===== src/rtl/wishbone_master_ctrl_if.sv =====
// Wishbone classic bus bundle between the single-transfer initiator and a responder.
// Ports (signals):
//   wbm_cyc_o  bus cycle               wbm_stb_o  strobe
//   wbm_we_o   write enable            wbm_sel_o  byte selects (DW/8)
//   wbm_adr_o  byte address (AW)       wbm_dat_o  write data (DW)
//   wbm_ack_i  responder acknowledge   wbm_dat_i  responder read data (DW)
// Modports: master (initiator side), slave (responder side).
interface wishbone_master_ctrl_if #(
  parameter int AW = 32,
  parameter int DW = 32
);
  logic              wbm_cyc_o;
  logic              wbm_stb_o;
  logic              wbm_we_o;
  logic [DW/8-1:0]   wbm_sel_o;
  logic [AW-1:0]     wbm_adr_o;
  logic [DW-1:0]     wbm_dat_o;
  logic              wbm_ack_i;
  logic [DW-1:0]     wbm_dat_i;

  modport master (
    output wbm_cyc_o, wbm_stb_o, wbm_we_o, wbm_sel_o, wbm_adr_o, wbm_dat_o,
    input  wbm_ack_i, wbm_dat_i
  );

  modport slave (
    input  wbm_cyc_o, wbm_stb_o, wbm_we_o, wbm_sel_o, wbm_adr_o, wbm_dat_o,
    output wbm_ack_i, wbm_dat_i
  );
endinterface


===== src/rtl/wishbone_master_ctrl.sv =====
// Wishbone classic single-transfer initiator. Takes one read/write command
// through a valid/ready handshake, runs one cyc/stb bus cycle and returns
// the read data, or an error when no ack arrives within TIMEOUT bus cycles.
// Ports:
//   wb_clk_i, wb_rst_i       clock, synchronous active-high reset
//   cmd_valid_i/cmd_ready_o  command handshake; cmd_we_i/adr/dat/sel payload
//   rsp_valid_o/rsp_ready_i  response handshake; rsp_dat_o, rsp_err_o payload
//   wbm                      Wishbone bus (master modport)
module wishbone_master_ctrl #(
  parameter int AW      = 32,
  parameter int DW      = 32,
  parameter int TIMEOUT = 16
) (
  input  logic                        wb_clk_i,
  input  logic                        wb_rst_i,
  input  logic                        cmd_valid_i,
  output logic                        cmd_ready_o,
  input  logic                        cmd_we_i,
  input  logic [AW-1:0]               cmd_adr_i,
  input  logic [DW-1:0]               cmd_dat_i,
  input  logic [DW/8-1:0]             cmd_sel_i,
  output logic                        rsp_valid_o,
  input  logic                        rsp_ready_i,
  output logic [DW-1:0]               rsp_dat_o,
  output logic                        rsp_err_o,
  wishbone_master_ctrl_if.master      wbm
);

  localparam int SW = DW / 8;
  localparam int CW = $clog2(TIMEOUT + 1);
  localparam logic [CW-1:0] TMO_C = CW'(TIMEOUT);

  typedef enum logic [1:0] {
    ST_IDLE = 2'd0,
    ST_BUS  = 2'd1,
    ST_RESP = 2'd2
  } state_e;

  state_e          state_r, state_s;
  logic [CW-1:0]   cnt_r, cnt_s;
  logic            cyc_r, cyc_s;
  logic            stb_r, stb_s;
  logic            we_r, we_s;
  logic [SW-1:0]   sel_r, sel_s;
  logic [AW-1:0]   adr_r, adr_s;
  logic [DW-1:0]   dat_r, dat_s;
  logic            ready_r, ready_s;
  logic            rsp_valid_r, rsp_valid_s;
  logic [DW-1:0]   rsp_dat_r, rsp_dat_s;
  logic            rsp_err_r, rsp_err_s;
  logic [CW-1:0]   cnt_inc_s;

  assign cnt_inc_s = cnt_r + CW'(1'b1);

  // Next-state and next-output logic; every output is registered from these.
  always_comb begin
    state_s     = state_r;
    cnt_s       = cnt_r;
    cyc_s       = cyc_r;
    stb_s       = stb_r;
    we_s        = we_r;
    sel_s       = sel_r;
    adr_s       = adr_r;
    dat_s       = dat_r;
    ready_s     = ready_r;
    rsp_valid_s = rsp_valid_r;
    rsp_dat_s   = rsp_dat_r;
    rsp_err_s   = rsp_err_r;
    case (state_r)
      ST_IDLE: begin
        if (cmd_valid_i) begin
          we_s    = cmd_we_i;
          adr_s   = cmd_adr_i;
          dat_s   = cmd_dat_i;
          sel_s   = cmd_sel_i;
          cnt_s   = {CW{1'b0}};
          cyc_s   = 1'b1;
          stb_s   = 1'b1;
          ready_s = 1'b0;
          state_s = ST_BUS;
        end else begin
          ready_s = 1'b1;
        end
      end
      ST_BUS: begin
        cnt_s = cnt_inc_s;
        // Ack is checked first so it wins over a coinciding timeout.
        if (wbm.wbm_ack_i) begin
          cyc_s       = 1'b0;
          stb_s       = 1'b0;
          rsp_valid_s = 1'b1;
          rsp_err_s   = 1'b0;
          rsp_dat_s   = we_r ? {DW{1'b0}} : wbm.wbm_dat_i;
          state_s     = ST_RESP;
        end else if (cnt_inc_s == TMO_C) begin
          // This was the TIMEOUT-th strobe cycle without ack.
          cyc_s       = 1'b0;
          stb_s       = 1'b0;
          rsp_valid_s = 1'b1;
          rsp_err_s   = 1'b1;
          rsp_dat_s   = {DW{1'b0}};
          state_s     = ST_RESP;
        end else begin
          state_s = ST_BUS;
        end
      end
      ST_RESP: begin
        if (rsp_ready_i) begin
          rsp_valid_s = 1'b0;
          rsp_err_s   = 1'b0;
          rsp_dat_s   = {DW{1'b0}};
          ready_s     = 1'b1;
          state_s     = ST_IDLE;
        end else begin
          state_s = ST_RESP;
        end
      end
      default: begin
        cyc_s       = 1'b0;
        stb_s       = 1'b0;
        rsp_valid_s = 1'b0;
        rsp_err_s   = 1'b0;
        rsp_dat_s   = {DW{1'b0}};
        ready_s     = 1'b1;
        state_s     = ST_IDLE;
      end
    endcase
  end

  // State and output registers with synchronous reset.
  always_ff @(posedge wb_clk_i) begin
    if (wb_rst_i) begin
      state_r     <= ST_IDLE;
      cnt_r       <= {CW{1'b0}};
      cyc_r       <= 1'b0;
      stb_r       <= 1'b0;
      we_r        <= 1'b0;
      sel_r       <= {SW{1'b0}};
      adr_r       <= {AW{1'b0}};
      dat_r       <= {DW{1'b0}};
      ready_r     <= 1'b1;
      rsp_valid_r <= 1'b0;
      rsp_dat_r   <= {DW{1'b0}};
      rsp_err_r   <= 1'b0;
    end else begin
      state_r     <= state_s;
      cnt_r       <= cnt_s;
      cyc_r       <= cyc_s;
      stb_r       <= stb_s;
      we_r        <= we_s;
      sel_r       <= sel_s;
      adr_r       <= adr_s;
      dat_r       <= dat_s;
      ready_r     <= ready_s;
      rsp_valid_r <= rsp_valid_s;
      rsp_dat_r   <= rsp_dat_s;
      rsp_err_r   <= rsp_err_s;
    end
  end

  assign cmd_ready_o   = ready_r;
  assign rsp_valid_o   = rsp_valid_r;
  assign rsp_dat_o     = rsp_dat_r;
  assign rsp_err_o     = rsp_err_r;
  assign wbm.wbm_cyc_o = cyc_r;
  assign wbm.wbm_stb_o = stb_r;
  assign wbm.wbm_we_o  = we_r;
  assign wbm.wbm_sel_o = sel_r;
  assign wbm.wbm_adr_o = adr_r;
  assign wbm.wbm_dat_o = dat_r;

endmodule


===== src/flat_wrapper.sv =====
// flat-port wrapper written by rule: the top's interface ports become plain ports
module wishbone_master_ctrl_flat 
#(
  parameter int AW      = 32,
  parameter int DW      = 32,
  parameter int TIMEOUT = 16
)
  (wb_clk_i, wb_rst_i, cmd_valid_i, cmd_ready_o, cmd_we_i, cmd_adr_i, cmd_dat_i, cmd_sel_i, rsp_valid_o, rsp_ready_i, rsp_dat_o, rsp_err_o, wbm_wbm_cyc_o, wbm_wbm_stb_o, wbm_wbm_we_o, wbm_wbm_sel_o, wbm_wbm_adr_o, wbm_wbm_dat_o, wbm_wbm_ack_i, wbm_wbm_dat_i);
  wishbone_master_ctrl_if #(.AW(AW), .DW(DW)) wbm_i ();
  input  logic wb_clk_i;
  input  logic wb_rst_i;
  input  logic cmd_valid_i;
  output logic cmd_ready_o;
  input  logic cmd_we_i;
  input  logic [AW-1:0] cmd_adr_i;
  input  logic [DW-1:0] cmd_dat_i;
  input  logic [DW/8-1:0] cmd_sel_i;
  output logic rsp_valid_o;
  input  logic rsp_ready_i;
  output logic [DW-1:0] rsp_dat_o;
  output logic rsp_err_o;
  output wire logic [$bits(wbm_i.wbm_cyc_o)-1:0] wbm_wbm_cyc_o;
  output wire logic [$bits(wbm_i.wbm_stb_o)-1:0] wbm_wbm_stb_o;
  output wire logic [$bits(wbm_i.wbm_we_o)-1:0] wbm_wbm_we_o;
  output wire logic [$bits(wbm_i.wbm_sel_o)-1:0] wbm_wbm_sel_o;
  output wire logic [$bits(wbm_i.wbm_adr_o)-1:0] wbm_wbm_adr_o;
  output wire logic [$bits(wbm_i.wbm_dat_o)-1:0] wbm_wbm_dat_o;
  input wire logic [$bits(wbm_i.wbm_ack_i)-1:0] wbm_wbm_ack_i;
  input wire logic [$bits(wbm_i.wbm_dat_i)-1:0] wbm_wbm_dat_i;
  assign wbm_wbm_cyc_o = wbm_i.wbm_cyc_o;
  assign wbm_wbm_stb_o = wbm_i.wbm_stb_o;
  assign wbm_wbm_we_o = wbm_i.wbm_we_o;
  assign wbm_wbm_sel_o = wbm_i.wbm_sel_o;
  assign wbm_wbm_adr_o = wbm_i.wbm_adr_o;
  assign wbm_wbm_dat_o = wbm_i.wbm_dat_o;
  assign wbm_i.wbm_ack_i = wbm_wbm_ack_i;
  assign wbm_i.wbm_dat_i = wbm_wbm_dat_i;
  wishbone_master_ctrl #(.AW(AW), .DW(DW), .TIMEOUT(TIMEOUT)) u_core (.wb_clk_i(wb_clk_i), .wb_rst_i(wb_rst_i), .cmd_valid_i(cmd_valid_i), .cmd_ready_o(cmd_ready_o), .cmd_we_i(cmd_we_i), .cmd_adr_i(cmd_adr_i), .cmd_dat_i(cmd_dat_i), .cmd_sel_i(cmd_sel_i), .rsp_valid_o(rsp_valid_o), .rsp_ready_i(rsp_ready_i), .rsp_dat_o(rsp_dat_o), .rsp_err_o(rsp_err_o), .wbm(wbm_i));
endmodule

===== config.mk =====
export PLATFORM = sky130hd
export DESIGN_NAME = wishbone_master_ctrl_flat
export DESIGN_NICKNAME = d
export VERILOG_FILES = /design/src/rtl/wishbone_master_ctrl_if.sv /design/src/rtl/wishbone_master_ctrl.sv /design/src/flat_wrapper.sv
export SDC_FILE = /design/constraint.sdc
export NUM_CORES = 1
export LEC_CHECK = 0
export CAP_MARGIN = 20
export CORE_MARGIN = 1
export CORE_UTILIZATION = 39
export DETAILED_ROUTE_END_ITERATION = 8
export PLACE_DENSITY = 0.8
export SYNTH_ARGS = -nofsm -noshare
export SYNTH_HDL_FRONTEND = slang
export SYNTH_SLANG_ARGS = --single-unit

===== constraint.sdc =====
create_clock -name wb_clk_i -period 1.92 [get_ports wb_clk_i]
set_input_delay 0.288 -clock wb_clk_i [delete_from_list [all_inputs] [get_ports wb_clk_i]]
set_output_delay 0.288 -clock wb_clk_i [all_outputs]
set_load 0.01 [all_outputs]

==> reports/results.txt, run 1 <==
Status = finished clean
Post-Synth XOR/XNOR Area = 0%
# fillers = 812
1st-pass router iterations = 4
Post-synthesis cell count = 440
Hold_buf cts = 0
Layout cells sized above 1 = 9.938%
Cell total after placement = 760
Synth Area per Inst = 9.037 um2
Final Max Slew Viols = 0
IO Count = 212
Top post-synthesis cells by area = dfxtp_1 (56%), nand2_1 (13%), a21oi_1 (9.7%)
Sequential power share = 52.1%
Rows = 36
Mux contribution to synthesized area = 0.5664%
Root buf cell = clkbuf_8
DRT Wirelength = 11,610 um
Place WS = -0.1758 ns
Clock network fraction of design power = 29.4%
P_leak = 2.381 nW
Synth area leader = dfxtp_1
Die height = 103.0 um
Post-synth EDFFs = 0
Clock transition at path regs = 0.10 ns
Synth Cell Area = 3976 um2
Top sig layer = met4
CTS sink cnt = 112
Via/cell ratio = 4.943
Top cell family by delay on the critical path = compound AO/OA/AOI/OAI gates
Slew HR = 43.66%
Pwr Total = 4.858 mW
Combinational group share of total power = 18.6%
Vias in the first global route = 3,738
Period minus WS final = 1.804 ns
Initial DRC count = 78
Synth Area in Compound Gates = 21.18%
Clk buf depth = 2
Worst Skew = 0.01639 ns
WL met1 = 4368 um
Layout Cell Area excl Fill = 6440 um2
DRC Markers = 0
Max VDD drop = 0.0005339 V
Area growth, synth to finish = 61.96%
Aggregate global-route resource usage = 20.91%
Adder-cell share of the synthesized area = 0.3147%
Core Area = 9819 um2
Switch share = 25.85%
Tcrit/Tclk final = 93.95%
Synth warn = 0
CTS tree = done
Setup Viol. Count Final = 0
CP max stage cell = dfxtp_1
Synth Flop Type = dfxtp_1
WP buf/inv = 0
Cell variety after synth = 28
Initial Utilization = 40.49%
Synth async-reset ratio = 0%
Seq/Total Area, Yosys = 56.39%
Largest stage delay, worst path = 0.58 ns
Int Pwr = 3.602 mW
Largest family of logic cells by synthesized area = compound AO/OA/AOI/OAI gates
Grt ovf = 0
Antenna viol nets, final = 0
H-tree depth = 3
Min-delay worst type = flop to flop
Unrepaired setup endpoints after global routing = false
Hold path cells = 2
Global-route wire length before repair = 17,410 um
Max FO, Critical Path = 16
PD cells = 754.3 nW/um2
Final hold violation count = 0
Synth Area in Simple Gates = 17.05%
Placed cell areas = 6210 um2
Clock Latency Late Sink = 0.36 ns
DR WL met3 = 1099 um
Antenna violations before repair = 0
Vias = 3,841
Die W = 103.0 um
Post-synthesis net count = 547
WP data arrival = 2.05 ns
Critical path type = flop to flop
RD Place Congestion = 0.7908
Psw = 1.255 mW
Cell breakdown of the critical path = nor2_1 > o21bai_1 > a41oi_4 > a22o_2
Crit path capture type = flop
FMAX = 554.4 MHz
Max cap viols = 0
Post-Route Utilization = 65.58%
Post-synthesis register bit count = 112
Largest net degree at the start of global routing = 82
Die ar. = 10,600 um2
ANT cells = 0
CP Data Required Time = 2.16 ns
Synth top area share = 56.39%
Final WS setup = 0.1162 ns
DP Wirelength = 8179 um
R2R cell count = 4
CP Launch Type = flop
IO buf count = 211
Routed len/inst = 14.94 um
Met2 wire len = 6073 um
CTS Buf Count = 9
Fin nets = 746
Slew at the pin closest to its max-slew limit = 0.8450 ns
Crit path depth = 4
Non-Filler Instances = 777
worst min-delay path: stages, from the launching register on:
cell	delay [ns]
dfxtp_1	0.32
nand2_1	0.05
a21oi_1	0.05
cells by family (layout without fill, tap and decap cells):
logic type	after synthesis	in the layout
simple gates	166	166
compound gates	124	125
flops	112	112
buf+inv	35	238
mux	2	2
fa+ha+maj	1	1
synth_stat cells, types with 2 or more instances:
master,n
buf_2,11
nor3b_1,2
dfxtp_1,112
a22oi_1,3
a211oi_1,2
nand2_1,140
a22o_1,5
buf_4,3
a22o_2,27
mux2_2,2
nand2b_1,4
o21bai_1,3
a21oi_1,77
nor2_1,9
clkbuf_1,18
buf_6,3
a311o_2,2
nand4_1,3
nor2b_1,5
flip-flops by register name (all words and copies together) (netlist names):
signal and cells:
u_core.cmd_ready_o 1, u_core.cnt_r 5, u_core.rsp_dat_o 32, u_core.rsp_err_o 1, u_core.rsp_valid_o 1, u_core.state_r 2
u_core.wbm.wbm_adr_o 32, u_core.wbm.wbm_dat_o 32, u_core.wbm.wbm_sel_o 4, u_core.wbm.wbm_stb_o 1, u_core.wbm.wbm_we_o 1
cells in the final DEF, fill, tap and decap left out, types with 3 or more instances in the layout:
master           Yosys  layout
a22o_1               5       5
a22oi_1              3       3
nand2_1            140     140
dfxtp_1            112     112
a22o_2              27      27
clkdlybuf4s50_1      0     210
a21oi_1             77      77
nor2b_1              5       4
buf_12               0       3
o21bai_1             3       3
buf_4                3       8
nand2b_1             4       3
nor2_1               9       9
nand4_1              3       3
clkbuf_8             0       9
timing repair:
item                                    in CTS  in global routing
endpoints found under the setup margin      32                 15
resized for setup                            0                  1
pin swaps                                    1                  0
cloned                                       1                  0
buffers inserted                             0                  0
metrics by stage:
stage | setup TNS [ns] | hold slack [ns]
after global routing | 0 | 0.4464
after CTS | 0 | 0.4396
final | 0 | 0.4577
after floorplan | 0 | 0.4135
after global placement | -4.213 | 0.4413
after detailed placement | -5.170 | 0.4467
routing by layer:
layer | up-vias | track usage [%]
met1 | 1806 | 21.95
li1 | 1891 | -
met4 | 0 | 4.334
met3 | 4 | 8.542
met5 | - | 0
met2 | 140 | 39.08
power by group through the flow:
stage	Sequential (mW)	Combinational, mW	Clock, mW
final	2.53	0.903	1.43
after global routing	2.55	0.975	1.56
after CTS	2.53	0.909	1.48
after detailed placement	2.58	0.899	0
after global placement	2.57	0.879	0
after floorplan	2.63	0.296	0
area by class of cell:
cell class	count	area [um2]	area share, %
multi-input combinational	294	1602	24.87
clock buffer	10	127.6	1.982
tap	133	166.4	2.584
timing repair buffer	222	2227	34.58
sequential	112	2242	34.82
clock inverter	6	75.07	1.166
path summary, 6_finish.rpt:
kind	start	endpoint	slack, ns
min	u_core.wbm.wbm_adr_o[18]	u_core.wbm.wbm_adr_o[18]	0.46
max reg2reg	u_core.state_r[1]	u_core.rsp_dat_o[28]	0.12
max	u_core.state_r[1]	u_core.rsp_dat_o[28]	0.12
min reg2reg	u_core.wbm.wbm_adr_o[18]	u_core.wbm.wbm_adr_o[18]	0.46
No activity file was read; power rests on OpenSTA's default activity.
==> inputs of run 2 (changes only) <==
--- a/config.mk
+++ b/config.mk
@@ -9,7 +9,7 @@
 export CORE_MARGIN = 1
 export CORE_UTILIZATION = 39
 export DETAILED_ROUTE_END_ITERATION = 8
-export PLACE_DENSITY = 0.8
+export PLACE_DENSITY = 0.76
 export SYNTH_ARGS = -nofsm -noshare
 export SYNTH_HDL_FRONTEND = slang
 export SYNTH_SLANG_ARGS = --single-unit
==> run 2 against run 1 <==
Compared with the run above: maximum frequency up 3.8%; worst hold slack worse by 0.018 ns; die area unchanged; clock power about the same; clock skew down 0.0051 ns; total power up 0.50%; register-to-register slack better by 0.07 ns.
==> reports/results.txt, run 2 (synthesis results as in run 1) <==
Largest net degree at the start of global routing = 82
Initial Utilization = 40.49%
CP Launch Type = flop
Worst Skew = 0.01128 ns
Commonest non-fill, non-tap cell in the layout = clkdlybuf4s50_1
WP data arrival = 2.02 ns
Aggregate global-route resource usage = 20.99%
CTS sink cnt = 112
DRT Wirelength = 11,670 um
Final Max Slew Viols = 0
Hold path cells = 3
CTS tree = done
Period minus WS final = 1.737 ns
Die height = 103.0 um
Pwr Total = 4.882 mW
CP max stage cell = dfxtp_1
Rows = 36
Largest stage delay, worst path = 0.43 ns
Slew at the pin closest to its max-slew limit = 0.8321 ns
ANT cells = 0
Tcrit/Tclk final = 90.49%
Clk buf depth = 2
Hold_buf cts = 0
Setup Viol. Count Final = 0
Top cell family by delay on the critical path = compound AO/OA/AOI/OAI gates
IO buf count = 211
H-tree depth = 3
RD Place Congestion = 0.8141
CTS Buf Count = 9
Root buf cell = clkbuf_8
Via/cell ratio = 4.898
Crit path depth = 4
Antenna violations before repair = 0
Cell breakdown of the critical path = nor2b_1 > a32o_2 > a41oi_4 > a22o_2
Global-route wire length before repair = 17,100 um
IO Count = 212
Place WS = -0.1641 ns
Die W = 103.0 um
Max cap viols = 0
Unrepaired setup endpoints after global routing = false
P_leak = 2.387 nW
Final hold violation count = 0
Final setup TNS = 0 ns
Slew HR = 44.52%
DRC Markers = 0
Initial DRC count = 151
Vias in the first global route = 3,625
PD cells = 758.0 nW/um2
Core Area = 9819 um2
Antenna viol nets, final = 0
Crit path capture type = flop
R2R cell count = 4
Commonest cells after routing, fill and taps aside = clkdlybuf4s50_1 (210), nand2_1 (140), dfxtp_1 (112), a21oi_1 (77), a22o_2 (27)
1st-pass router iterations = 6
Status = finished clean
WP buf/inv = 0
DP Wirelength = 8089 um
FMAX = 575.6 MHz
Max VDD drop = 0.0005903 V
Clock transition at path regs = 0.10 ns
Area growth, synth to finish = 61.99%
Die ar. = 10,600 um2
Max FO, Critical Path = 16
Setup repair bufs after CTS = 0
Vias = 3,806
Fin nets = 746
Hold slack = 0.4394 ns
Clock Latency Late Sink = 0.38 ns
Routed len/inst = 15.02 um
Min-delay worst type = input port to flop
Layout cells sized above 1 = 10.09%
CP Data Required Time = 2.20 ns
Final WS setup = 0.1826 ns
Critical path type = flop to flop
Grt ovf = 0
==> run 2: cell count changes in the layout (fill, tap and decap cells not counted), sizes merged <==
cell	before	now
clkinv	1	3
clkinvlp	1	0
inv	3	2
==> run 2: final timing paths <==
| kind | slack, ns | startpoint | to |
|---|---|---|---|
| setup / recovery | 0.18 | u_core.cnt_r[3] | u_core.rsp_dat_o[17] |
| hold / removal | 0.44 | cmd_dat_i[31] | u_core.wbm.wbm_dat_o[31] |
| setup reg to reg | 0.18 | u_core.cnt_r[3] | u_core.rsp_dat_o[17] |
| hold reg to reg | 0.46 | u_core.wbm.wbm_adr_o[15] | u_core.wbm.wbm_adr_o[15] |
==> run 2: through the flow <==
step	instances	util [%]	cell area [um2]
global placement	760	63.24	6210
detailed placement	760	63.24	6210
floorplan	440	-	3976
CTS	776	65.32	6414
finish	777	65.60	6441
global route	777	65.60	6441
==> run 2: cell type report <==
type | count | area, um2
tap | 133 | 166.4
fill | 868 | 3378
sequential | 112 | 2242
multi-input combinational | 294 | 1602
timing repair buffer | 222 | 2227
clock inverter | 6 | 66.31
clock buffer | 10 | 137.6
==> run 2: layer usage <==
layer	wire (um)	share of wire, %	GRT usage, %	vias to the layer above
li1	-	-	-	1882
met1	4474	38	21.72	1764
met2	5821	50	36.62	140
met3	1141	9.8	10.24	20
met4	235	2.0	8.017	0
met5	0	0	0	-
==> run 2: power by group <==
part           internal, mW  switching [mW]  leakage (nW)
sequential             2.45          0.0682         0.916
combinational         0.521           0.384          1.36
clock                 0.647           0.811         0.107
==> run 2: worst reg2reg max path, delay by kind of cell, from the launching register on <==
| family | cells | cell delay (ns) |
|---|---|---|
| AOI/OAI and AO/OA | 3 | 1.03 |
| DFF | 1 | 0.43 |
| and+or+nand+nor | 1 | 0.18 |
==> run 2: repair_timing <==
| action | 4_1_cts | 5_1_grt |
|---|---|---|
| resized for setup | 0 | 1 |
| endpoints found under the setup margin | 32 | 32 |
| cloned | 0 | 1 |
| pin swaps | 1 | 0 |
==> inputs of run 3 (changes only) <==
--- a/config.mk
+++ b/config.mk
@@ -7,9 +7,9 @@
 export LEC_CHECK = 0
 export CAP_MARGIN = 20
 export CORE_MARGIN = 1
-export CORE_UTILIZATION = 39
+export CORE_UTILIZATION = 42
 export DETAILED_ROUTE_END_ITERATION = 8
-export PLACE_DENSITY = 0.76
+export PLACE_DENSITY = 0.81
 export SYNTH_ARGS = -nofsm -noshare
 export SYNTH_HDL_FRONTEND = slang
 export SYNTH_SLANG_ARGS = --single-unit
==> constraint.sdc (replaced) <==
create_clock -name wb_clk_i -period 2.15 [get_ports wb_clk_i]
set_input_delay 0.3225 -clock wb_clk_i [delete_from_list [all_inputs] [get_ports wb_clk_i]]
set_output_delay 0.3225 -clock wb_clk_i [all_outputs]
set_load 0.01 [all_outputs]
==> run 3 against run 2 <==
Compared with the run above: clock-buffer cell count shrank 1; register-to-register slack hardly changed; die area is 7.0% lower; design area is 1.1% lower; critical path type unchanged.
==> reports/results.txt, run 3 (synthesis results as in run 1) <==
Status = finished clean
Reg-to-reg setup timing slack = 0.17 ns
IO Count = 212
Antenna viol nets, final = 0
Die height = 99.30 um
Crit path capture type = flop
Largest net degree at the start of global routing = 51
Worst Skew = 0.01112 ns
Root buf cell = clkbuf_8
CP Launch Type = flop
DRT Wirelength = 10,880 um
Antenna violations before repair = 0
Core Area = 9196 um2
Die ar. = 9860 um2
Commonest non-fill, non-tap cell in the layout = clkdlybuf4s50_1
RR Startpoint = u_core.cnt_r[3]
WP buf/inv = 0
DP Wirelength = 7871 um
Setup Viol. Count Final = 0
PD cells = 673.2 nW/um2
Initial DRC count = 139
IO buf count = 211
Fin nets = 744
Post-Route Utilization = 69.28%
Hold_buf cts = 0
Initial Utilization = 43.24%
Critical path type = flop to flop
Vias in the first global route = 3,575
CP max stage cell = a41oi_4
Global-route wire length before repair = 17,290 um
CP Data Required Time = 2.46 ns
Hold path cells = 2
Clk buf depth = 2
Clock Latency Late Sink = 0.37 ns
P_leak = 2.368 nW
Reg-to-Reg End = u_core.rsp_dat_o[11]
Tcrit/Tclk final = 91.90%
Grt ovf = 0
Period minus WS final = 1.976 ns
R2R cell count = 4
Worst Hold End = u_core.wbm.wbm_sel_o[1]
Max cap viols = 0
CP startpoint = u_core.cnt_r[3]
Commonest cells after routing, fill and taps aside = clkdlybuf4s50_1 (210), nand2_1 (140), dfxtp_1 (112), a21oi_1 (77), a22o_2 (27)
Hold Crit Start = u_core.wbm.wbm_sel_o[1]
CTS tree = done
Final Max Slew Viols = 0
Final setup TNS = 0 ns
H-tree depth = 3
WP data arrival = 2.29 ns
ANT cells = 0
Max FO, Critical Path = 32
Non-Filler Instances = 753
1st-pass router iterations = 4
Area growth, synth to finish = 60.23%
RD Place Congestion = 0.7858
CTS Buf Count = 9
Die W = 99.30 um
FMAX = 506.1 MHz
Min-delay worst type = flop to flop
Clock transition at path regs = 0.12 ns
Slew at the pin closest to its max-slew limit = 0.9262 ns
Setup repair bufs after CTS = 0
Unrepaired setup endpoints after global routing = false
Largest stage delay, worst path = 0.79 ns
Aggregate global-route resource usage = 21.82%
Via/cell ratio = 5.084
Max VDD drop = 0.0003816 V
Vias = 3,828
Rows = 35
Cell breakdown of the critical path = nor2b_1 > a32o_2 > a41oi_4 > a22o_2
# resized after CTS = 0
Cell total after placement = 737
Layout cells sized above 1 = 9.813%
DRC Markers = 0
Slew HR = 38.05%
Final hold violation count = 0
CTS sink cnt = 112
Top cell family by delay on the critical path = compound AO/OA/AOI/OAI gates
Routed len/inst = 14.45 um
## run 3: changes by cell type in the layout (fill, tap and decap cells not counted)
cell,delta
clkinv_2,-2
inv_8,+2
a41oi_4,-1
buf_4,-1
bufinv_16,-1
clkbuf_8,-1
clkinv_8,+1
clkinvlp_4,+1
## run 3: tightest hold or removal path, cell delays in order (launching register included)
cell and delay [ns]:
dfxtp_1 0.32, nand2_1 0.05, a21oi_1 0.05
## run 3: stage by stage
step	power (mW)	hold WS (ns)	area [um2]	setup WS [ns]
floorplan	2.612	0.4480	3976	0.7272
detailed placement	3.100	0.4455	6175	0.02910
global route	4.476	0.4733	6371	0.05414
global placement	3.078	0.4412	6175	0.02610
finish	4.289	0.4593	6371	0.1742
CTS	4.330	0.4600	6371	0.1905
## run 3: metal layers
| metal | GRT usage (%) | share of wire (%) | up-vias |
|---|---|---|---|
| met2 | 37.13 | 49 | 147 |
| met3 | 7.519 | 8.2 | 21 |
| met5 | 0 | 0 | - |
| met1 | 25.15 | 41 | 1783 |
| met4 | 8.710 | 2.5 | 0 |
| li1 | - | - | 1877 |
## run 3: power breakdown
group	switching [mW]	internal (mW)	leakage, nW	total [mW]
registers	0.0669	2.19	0.916	2.26
clock network	0.780	0.459	0.0970	1.24
logic	0.330	0.464	1.35	0.794
## run 3: how the worst max path moves through the flow
| stage | end | slack [ns] | cells past startpoint |
|---|---|---|---|
| final | u_core.rsp_dat_o[11] | 0.17 | 4 |
| after global routing | u_core.rsp_dat_o[10] | 0.05 | 4 |
| after CTS | u_core.rsp_dat_o[11] | 0.19 | 4 |
| after detailed placement | u_core.rsp_dat_o[11] | 0.03 | 5 |
| after global placement | u_core.rsp_dat_o[28] | 0.03 | 5 |
| after floorplan | u_core.rsp_dat_o[0] | 0.73 | 5 |
## run 3: layout make-up
class	instances	area, um2
clock buffer	9	123.9
clock inverter	7	72.57
fill	720	2825
multi-input combinational	293	1574
sequential	112	2242
tap	111	138.9
timing repair buffer	221	2220
